### config.mk
export PLATFORM = sky130hd
export DESIGN_NAME = neuronio_stream
export DESIGN_NICKNAME = d
export VERILOG_FILES = /design/src/rtl/neuro_pkg.sv /design/src/rtl/neuronio_stream_funcao_ativacao.sv /design/src/rtl/neuronio_stream.sv
export SDC_FILE = /design/constraint.sdc
export NUM_CORES = 1
export LEC_CHECK = 0
export CORE_MARGIN = 2
export CORE_UTILIZATION = 56
export CTS_BUF_LIST = sky130_fd_sc_hd__clkbuf_2
export DETAILED_ROUTE_END_ITERATION = 16
export GPL_ROUTABILITY_DRIVEN = 0
export GPL_TIMING_DRIVEN = 0
export PLACE_DENSITY = 0.84
export SLEW_MARGIN = 20
export SYNTH_ARGS = -nofsm -noshare
export SYNTH_HDL_FRONTEND = slang
export SYNTH_SLANG_ARGS = --single-unit
### constraint.sdc
create_clock -name clk -period 9.5 [get_ports clk]
set_clock_uncertainty 0.15 [all_clocks]
set_input_delay 2.375 -clock clk [delete_from_list [all_inputs] [get_ports clk]]
set_output_delay 2.375 -clock clk [all_outputs]
set_load 0.005 [all_outputs]
### src/rtl/neuro_pkg.sv
// Shared types and the width-parametrised saturating adder for the neuron datapath.
package neuro_pkg;

    typedef enum logic [1:0] {
        FA_BIPOLAR  = 2'b00,
        FA_RAMPA    = 2'b01,
        FA_RELU     = 2'b10,
        FA_UNIPOLAR = 2'b11
    } fa_t;

    typedef enum logic [1:0] {
        ST_IDLE,
        ST_LOAD,
        ST_ACT,
        ST_DONE
    } state_t;

    localparam int SAT_MAX_W = 64;

    // Adds two sign-extended operands and clamps the sum to the signed range of w bits (w <= 64).
    function automatic logic signed [SAT_MAX_W-1:0] sat_add(
        input logic signed [SAT_MAX_W-1:0] a,
        input logic signed [SAT_MAX_W-1:0] b,
        input int                          w
    );
        logic signed [SAT_MAX_W:0] s;
        logic signed [SAT_MAX_W:0] hi;
        logic signed [SAT_MAX_W:0] lo;
        s  = (SAT_MAX_W+1)'(a) + (SAT_MAX_W+1)'(b);
        hi = (65'sd1 <<< (w - 1)) - 65'sd1;
        lo = -(65'sd1 <<< (w - 1));
        if (s > hi)
            return SAT_MAX_W'(hi);
        else if (s < lo)
            return SAT_MAX_W'(lo);
        else
            return SAT_MAX_W'(s);
    endfunction

endpackage

### src/rtl/neuronio_stream_funcao_ativacao.sv
// Combinational activation: rescales the accumulator by SHIFT, clamps to +/-(2^(OW-1)-1)
// and applies the selected transfer function.
module funcao_ativacao_param
    import neuro_pkg::*;
#(
    parameter int ACC_W = 32,
    parameter int OW    = 8,
    parameter int SHIFT = 8
) (
    input  logic signed [ACC_W-1:0] acc,
    input  fa_t                     fa,
    output logic signed [OW-1:0]    y
);

    localparam logic signed [ACC_W-1:0] PMAX = ACC_W'((1 << (OW - 1)) - 1);
    localparam logic signed [OW-1:0]    OMAX = OW'((1 << (OW - 1)) - 1);

    logic signed [ACC_W-1:0] r;
    logic signed [ACC_W-1:0] rs;

    always_comb begin
        r = acc >>> SHIFT;
        if (r > PMAX)
            rs = PMAX;
        else if (r < -PMAX)
            rs = -PMAX;
        else
            rs = r;

        y = '0;
        case (fa)
            FA_BIPOLAR:  y = acc[ACC_W-1] ? -OMAX : OMAX;
            FA_RAMPA:    y = OW'(rs);
            FA_RELU:     y = rs[ACC_W-1] ? '0 : OW'(rs);
            FA_UNIPOLAR: y = acc[ACC_W-1] ? '0 : OMAX;
            default:     y = '0;
        endcase
    end

endmodule

### src/rtl/neuronio_stream.sv
// Streaming neuron: accumulates (ix, iw) beats with saturation, applies an activation in one
// registered cycle, then holds the result until the consumer takes it.
module neuronio_stream
    import neuro_pkg::*;
#(
    parameter int MAX_IN = 32,
    parameter int XW     = 8,
    parameter int WW     = 16,
    parameter int ACC_W  = 32,
    parameter int OW     = 8,
    parameter int SHIFT  = 8,
    parameter int CW     = $clog2(MAX_IN + 1)
) (
    input  logic                 clk,
    input  logic                 iRst,
    input  logic                 iStart,
    input  logic [CW-1:0]        iQtdEntradas,
    input  logic [1:0]           iCtrlFA,
    input  logic                 iFlagBias,
    input  logic signed [WW-1:0] iBias,
    input  logic                 iEnable,
    input  logic signed [XW-1:0] ix,
    input  logic signed [WW-1:0] iw,
    input  logic                 iValid,
    output logic                 oReady,
    output logic signed [OW-1:0] oN,
    output logic                 oFlagNeuro,
    input  logic                 iReady
);

    localparam int PW = XW + WW;

    state_t                  state_q, state_d;
    logic signed [ACC_W-1:0] acc_q, acc_d;
    logic [CW-1:0]           cnt_q, cnt_d;
    logic [CW-1:0]           qtd_q, qtd_d;
    fa_t                     fa_q, fa_d;
    logic                    en_q, en_d;
    logic signed [OW-1:0]    on_q, on_d;

    logic [CW-1:0]           qtd_clamp;
    logic signed [PW-1:0]    prod;
    logic signed [OW-1:0]    act_y;

    funcao_ativacao_param #(
        .ACC_W (ACC_W),
        .OW    (OW),
        .SHIFT (SHIFT)
    ) u_fa (
        .acc (acc_q),
        .fa  (fa_q),
        .y   (act_y)
    );

    assign oReady     = (state_q == ST_LOAD);
    assign oFlagNeuro = (state_q == ST_DONE);
    assign oN         = on_q;

    always_comb begin
        state_d = state_q;
        acc_d   = acc_q;
        cnt_d   = cnt_q;
        qtd_d   = qtd_q;
        fa_d    = fa_q;
        en_d    = en_q;
        on_d    = on_q;

        qtd_clamp = (iQtdEntradas > CW'(MAX_IN)) ? CW'(MAX_IN) : iQtdEntradas;
        prod      = PW'(ix) * PW'(iw);

        case (state_q)
            ST_IDLE: begin
                if (iStart) begin
                    qtd_d   = qtd_clamp;
                    fa_d    = fa_t'(iCtrlFA);
                    en_d    = iEnable;
                    acc_d   = iFlagBias ? ACC_W'(iBias) : '0;
                    cnt_d   = '0;
                    state_d = (qtd_clamp == '0) ? ST_ACT : ST_LOAD;
                end
            end
            ST_LOAD: begin
                if (iValid) begin
                    acc_d = ACC_W'(sat_add(SAT_MAX_W'(acc_q), SAT_MAX_W'(prod), ACC_W));
                    cnt_d = cnt_q + 1'b1;
                    if (cnt_d == qtd_q)
                        state_d = ST_ACT;
                end
            end
            ST_ACT: begin
                // A disabled neuron still drains its beats so sibling neurons stay aligned.
                on_d    = en_q ? act_y : '0;
                state_d = ST_DONE;
            end
            ST_DONE: begin
                if (iReady)
                    state_d = ST_IDLE;
            end
            default: state_d = ST_IDLE;
        endcase
    end

    always_ff @(posedge clk) begin
        if (iRst) begin
            state_q <= ST_IDLE;
            acc_q   <= '0;
            cnt_q   <= '0;
            qtd_q   <= '0;
            fa_q    <= FA_BIPOLAR;
            en_q    <= 1'b0;
            on_q    <= '0;
        end else begin
            state_q <= state_d;
            acc_q   <= acc_d;
            cnt_q   <= cnt_d;
            qtd_q   <= qtd_d;
            fa_q    <= fa_d;
            en_q    <= en_d;
            on_q    <= on_d;
        end
    end

endmodule

Yosys cells after proc, flatten, opt, wreduce, memory -nomap -nowiden. Cells that the tools add are included.

Bits in registers: 57. Word-level logic and storage cells: 56.

Add/sub/neg operators: 2. Multiply operators: 1. Order comparisons: 5. Eq/ne operators: 11. Multiplexer cells: 23. Reductions and logical operators: 7.

Operators by type and width (count): 2-to-1 mux 32 bit (7); one-hot mux 32 bit (2 select lines) (1); adder 32 x 24 -> 33 bit (1); greater-than comparator 33 x 32 -> 1 bit (second input constant) (1); less-than comparator 33 x 32 -> 1 bit (second input constant) (1); one-hot mux 8 bit (4 select lines) (1); greater-than comparator 24 x 8 -> 1 bit (second input constant) (1); less-than comparator 24 x 8 -> 1 bit (second input constant) (1); multiplier 8 x 16 -> 24 bit (1); 2-to-1 mux 8 bit (3); 2-to-1 mux 6 bit (3); one-hot mux 6 bit (2 select lines) (1); 2-to-1 mux 2 bit (5); equality test 2 bit (second input constant) (4); one-hot mux 2 bit (4 select lines) (1); 2-to-1 mux 7 bit (1); adder 6 x 1 -> 6 bit (second input constant) (1); equality test 6 bit (1); greater-than comparator 6 bit (second input constant) (1); logical NOT 6 bit (1); equality test 2 x 1 -> 1 bit (second input constant) (2); logical NOT 2 bit (2); != test 2 x 1 -> 1 bit (second input constant) (2); != test 2 bit (second input constant) (2); other kinds (4) (4).

Logic depth before layout (Yosys ltp).
Depth after elaboration: 7. Gate-level depth with buffers: 23. Mapped depth without buffers: 20.

Modules after synthesis. A second synthesis with hierarchy kept.

Cell total of the unflattened synthesis: 1049. Area, all modules: 9442.8 um2.

By module, submodules not included: neuronio_stream (times used 1, cells an instance 1008, area each 9151.3 um2, seq. area each 1141.1 um2); funcao_ativacao_param (times used 1, cells an instance 41, area each 291.5 um2, seq. area each 0.0 um2).

Worst setup path before layout. No wires, ideal clock.

Kind: in2reg. From: in ix[2]. To: reg acc_q[7]. Library setup time: 131 ps. Arrival: 7691 ps. Required time: 9219 ps. Setup slack: 1528 ps. Stages: 23. Buffers on the path: 4. Cells stage by stage: clkbuf_1 > nand2_1 > inv_1 > fa_1 > inv_1 > fa_1 > inv_1 > fa_1 > fa_1 > ha_1 > ha_1 > buf_2 > a21oi_1 > inv_1 > o31a_1 > a211oi_1 > o221a_2 > xnor2_4 > or2_1 > buf_6 > buf_6 > nand3_2 > o211ai_2.

Cells in the longest elaborated chain, start to end: 7.

RTL lines: start, declared (line neuronio_stream.sv:22) `input logic signed [XW-1:0] ix,`; multiplier 8 x 16 -> 24 bit * (line neuronio_stream.sv:69) `prod = PW'(ix) * PW'(iw);`; adder 32 x 24 -> 33 bit * (line neuro_pkg.sv:29) `s = (SAT_MAX_W+1)'(a) + (SAT_MAX_W+1)'(b);`; less-than comparator 33 x 32 -> 1 bit (line neuro_pkg.sv:34) `else if (s < lo)`; 2-to-1 mux 32 bit (line neuro_pkg.sv:34); 2-to-1 mux 32 bit * (line neuro_pkg.sv:32) `if (s > hi)`; 2-to-1 mux 32 bit * (line neuronio_stream.sv:83) `if (iValid) begin`; one-hot mux 32 bit (2 select lines) * (line neuronio_stream.sv:71) `case (state_q)`; end signal, assigned (line neuronio_stream.sv:106) `acc_q <= '0;`; end signal, assigned (line neuronio_stream.sv:114) `acc_q <= acc_d;`; end, declared (line neuronio_stream.sv:34) `logic signed [ACC_W-1:0] acc_q, acc_d;`.

Every way passes the cells marked *; elsewhere a longest branch is shown, timed or not. The select of a mux whose other input is x is not followed. A chain may end at the register's enable or synchronous reset.

Final worst setup path.
From: in ix[2]. To: reg acc_q[19].

Same word-level chain as after synthesis.

==> flow_summary_export.csv <==
group,metric,value,unit
outcome,status,"completed",
worst_setup_path,cp-start-kind,"input pin",
global_routing,first_global_vias,8289,
timing,finalCritPeriodShare,94.1,%
detailed_routing,drt_wl_total,22.9,mm
logic_synthesis,avgSynthCellArea,9.04,um^2
placed_design,dp_hpwl,18.8,mm
timing,rsz0062_at_grt,"no",
worst_setup_path,path_delay_family,"adder cells",
timing,layout_setup_ws,0.563,ns
global_routing,overflow,0,
detailed_routing,ant_nets,0,
final_layout,final_nets,1418,
logic_synthesis,ys_top_cells_by_area,"fa_1 (35%), dfxtp_1 (12%), ha_1 (10%), and2_1 (5.2%), inv_1 (5.1%)",
job,cap_violations,0,
die,start_util,57.2,%
worst_setup_path,cp_cell_sequence,"clkdlybuf4s50_1 > clkbuf_1 > nand2_1 > inv_1 > fa_2 > inv_1 > fa_1 > inv_1 > fa_1 > fa_1 > ha_1 > ha_1 > buf_2 > a21oi_1 > inv_1 > o31a_1 > a211oi_1 > o221a_2 > xnor2_4 > and2_4 > nor2_4 > buf_2 > a21oi_1",
final_layout,antenna_cells,0,
logic_synthesis,syn-num-nets,1344,
worst_setup_path,reg2reg_slack,3.84,ns
timing,worstMarginPinSlew,0.983,ns
worst_setup_path,r2r_cells,18,
die,die_h,134,um
worst_setup_path,crit_path_max_fanout,10,
die,die_x,134,um
clock_network,clk_latency,0.52,ns
logic_synthesis,synth_cells,1046,
min_path,hold_path_end,"qtd_q[5]",
detailed_routing,dr.first_iter.drc_count,535,
detailed_routing,drt_pass1_iterations,5,
global_routing,grt_max_degree,18,
final_layout,drive_gt1_share,4.18,%
clock_network,cts_hold_buffers,0,
logic_synthesis,async_reset_ff_share,0,%
worst_setup_path,critical_path.most_common_cell,"inv_1",
final_layout,utilization,63.8,%
clock_network,cts.clk_slew.worst_paths,0.16,ns
timing,fmax,0.112,GHz
global_routing,antenna_found_initial,0,
clock_network,cts_root_buf,"clkbuf_2",
timing,finalHoldViolations,0,
worst_setup_path,crit_buf_inv,8,
clock_network,post_cts_buffers,0,
global_routing,grtUsageTotal,27.6,%
clock_network,clk_path_buf_depth,2,
worst_setup_path,crit_arrival,9.19,ns
detailed_routing,post_drt_wl_per_cell,17.0,um
timing,final-setup-viol-count,0,
logic_synthesis,yosysSeqAreaShare,12.1,%
worst_setup_path,cp.required,9.76,ns
logic_synthesis,synth_area,9460,um^2
worst_setup_path,reg2reg_to,"acc_q[19]",
placed_design,pre_cts_slack,-0.193,ns
logic_synthesis,synth-edff-count,0,
final_layout,area_delta_synth_final,11.5,%
placed_design,portBuffers,63,
worst_setup_path,critPathMaxStageDelay,0.61,ns
logic_synthesis,ys_seq_elements,57,
worst_setup_path,end_kind,"register",
worst_setup_path,crit_path_top_delay_cell,"clkdlybuf4s50_1",
logic_synthesis,netlist.area_leader.share,34.7,%
min_path,hold_depth,2,
detailed_routing,viasPerCell,5.79,
worst_setup_path,path_class,"in2reg",
timing,drv_slew,0,
clock_network,cts_tree,"built",
worst_setup_path,cp_num_cells,23,
die,io_pins,65,
clock_network,clock_sinks,57,
clock_network,htree_levels,3,
timing,relSlewSlack,34.5,%
logic_synthesis,synth_cell_types,70,
die,die-area,17900,um^2
die,core_region_area,16500,um^2
clock_network,cts_made_buffers,9,
die,fp-row-count,47,
min_path,min_path_type,"reg2reg",
logic_synthesis,ys.flop_type,"dfxtp_1",
worst_setup_path,timing.rr.start,"acc_q[21]",
logic_synthesis,synth.largest_area_cell,"fa_1",
detailed_routing,num_vias,7788,
global_routing,grt_pass1_wl,39.5,mm
timing,fin_crit,8.94,ns
min_path,hold_path.startpoint,"qtd_q[5]",
logic_synthesis,ys_warn_count,0,
detailed_routing,drc_errors,0,
per-stage QoR:
stage / instance area (um^2) / instances / setup TNS [ns] / hold slack [ns]
after CTS: 10500 / 1345 / 0 / 0.338
after global placement: 10400 / 1329 / -0.141 / 0.310
final: 10500 / 1345 / 0 / 0.335
after floorplan: 9460 / 1046 / 0 / 0.299
after global routing: 10500 / 1345 / 0 / 0.356
after detailed placement: 10400 / 1329 / -3.85 / 0.315
synthesized netlist by cell type (all sizes together) (11+ instances only):
cell type and n:
a21o 16, a21oi 83, and2 79, and3 17, clkbuf 27, dfxtp 57
fa 164, ha 79, inv 129, nand2 97, nand3 18, nor2 54
nor2b 11, o21ai 56, xnor2 25, xor2 11
worst max-delay path by stage:
stage                     slack (ns)   endpoint  startpoint
after floorplan                 1.53   acc_q[7]       ix[2]
final                           0.56  acc_q[19]       ix[2]
after global placement         -0.02   acc_q[2]       ix[2]
after detailed placement       -0.19  acc_q[25]       ix[2]
after global routing            0.06  acc_q[19]       ix[2]
after CTS                       0.33  acc_q[19]       ix[2]
worst reg2reg max path, stage by stage, from the launching register on:
cell and delay, ns:
dfxtp_1 0.42, fa_1 0.55, inv_1 0.06, fa_1 0.51
inv_1 0.05, fa_1 0.46, fa_1 0.50, ha_1 0.32
ha_1 0.39, a21oi_2 0.26, o211ai_1 0.16, a41o_1 0.30
and4bb_1 0.29, a22oi_2 0.08, xnor2_2 0.42, and2_4 0.28
nor2_4 0.07, buf_2 0.19, a21oi_1 0.15
cells by family after synthesis:
group	after synthesis	share of synthesized area, %
fa+ha+maj	245	45.4
compound gates	216	14.2
buf+inv	166	6.83
flops	57	12.1
xor+xnor	36	3.61
mux	1	0.106
simple gates	325	17.8
area by class of cell:
class / instances / area [um^2]
multi-input combinational: 823 / 7670
fill: 1376 / 5980
sequential: 57 / 1140
timing repair buffer: 63 / 631
inverter: 129 / 484
tap: 220 / 275
buffer: 37 / 161
clock inverter: 6 / 130
clock buffer: 10 / 50.0
metal layers:
| metal | vias up | track usage (%) | part of all wire [%] |
|---|---|---|---|
| met1 | 3859 | 35.3 | 41 |
| li1 | 3597 | - | - |
| met2 | 268 | 47.1 | 49 |
| met5 | - | 0 | 0 |
| met3 | 64 | 5.14 | 6.3 |
| met4 | 0 | 9.52 | 3.8 |
state kept, by name, summed over array words and instances, names as in the netlist:
name and flops:
acc_q 32, oN 8, cnt_q 6, qtd_q 6
fa_q 2, state_q 2, en_q 1
timing repair:
action                     4_1_cts  5_1_grt
gates resized for setup          0        1
hold endpoints to repair         0        0
setup endpoints to repair        0       22
placed cells by master, fill, tap and decap left out, types with 3 or more instances in the layout:
cell type	n
o21ai_0	53
o211ai_1	5
clkdlybuf4s50_1	63
a211oi_1	9
nor4_1	7
fa_1	163
o21a_1	4
nand4_1	10
and2_1	77
a21o_1	16
xor2_1	11
nand3_1	16
o221ai_1	10
nor3_1	3
xnor2_1	23
dfxtp_1	57
and3_1	17
nor2b_1	11
a31oi_1	4
a21oi_1	82
bufinv_16	4
clkbuf_2	10
nor3b_1	6
o21bai_1	3
nor2_1	52
nand2_1	96
inv_1	129
ha_1	79
o22ai_1	4
buf_2	6
clkbuf_1	27
nand2b_1	10
Power is left out: the tool's default activity adds up to more than one toggle a clock period on the data nets, which glitch-free logic cannot reach.
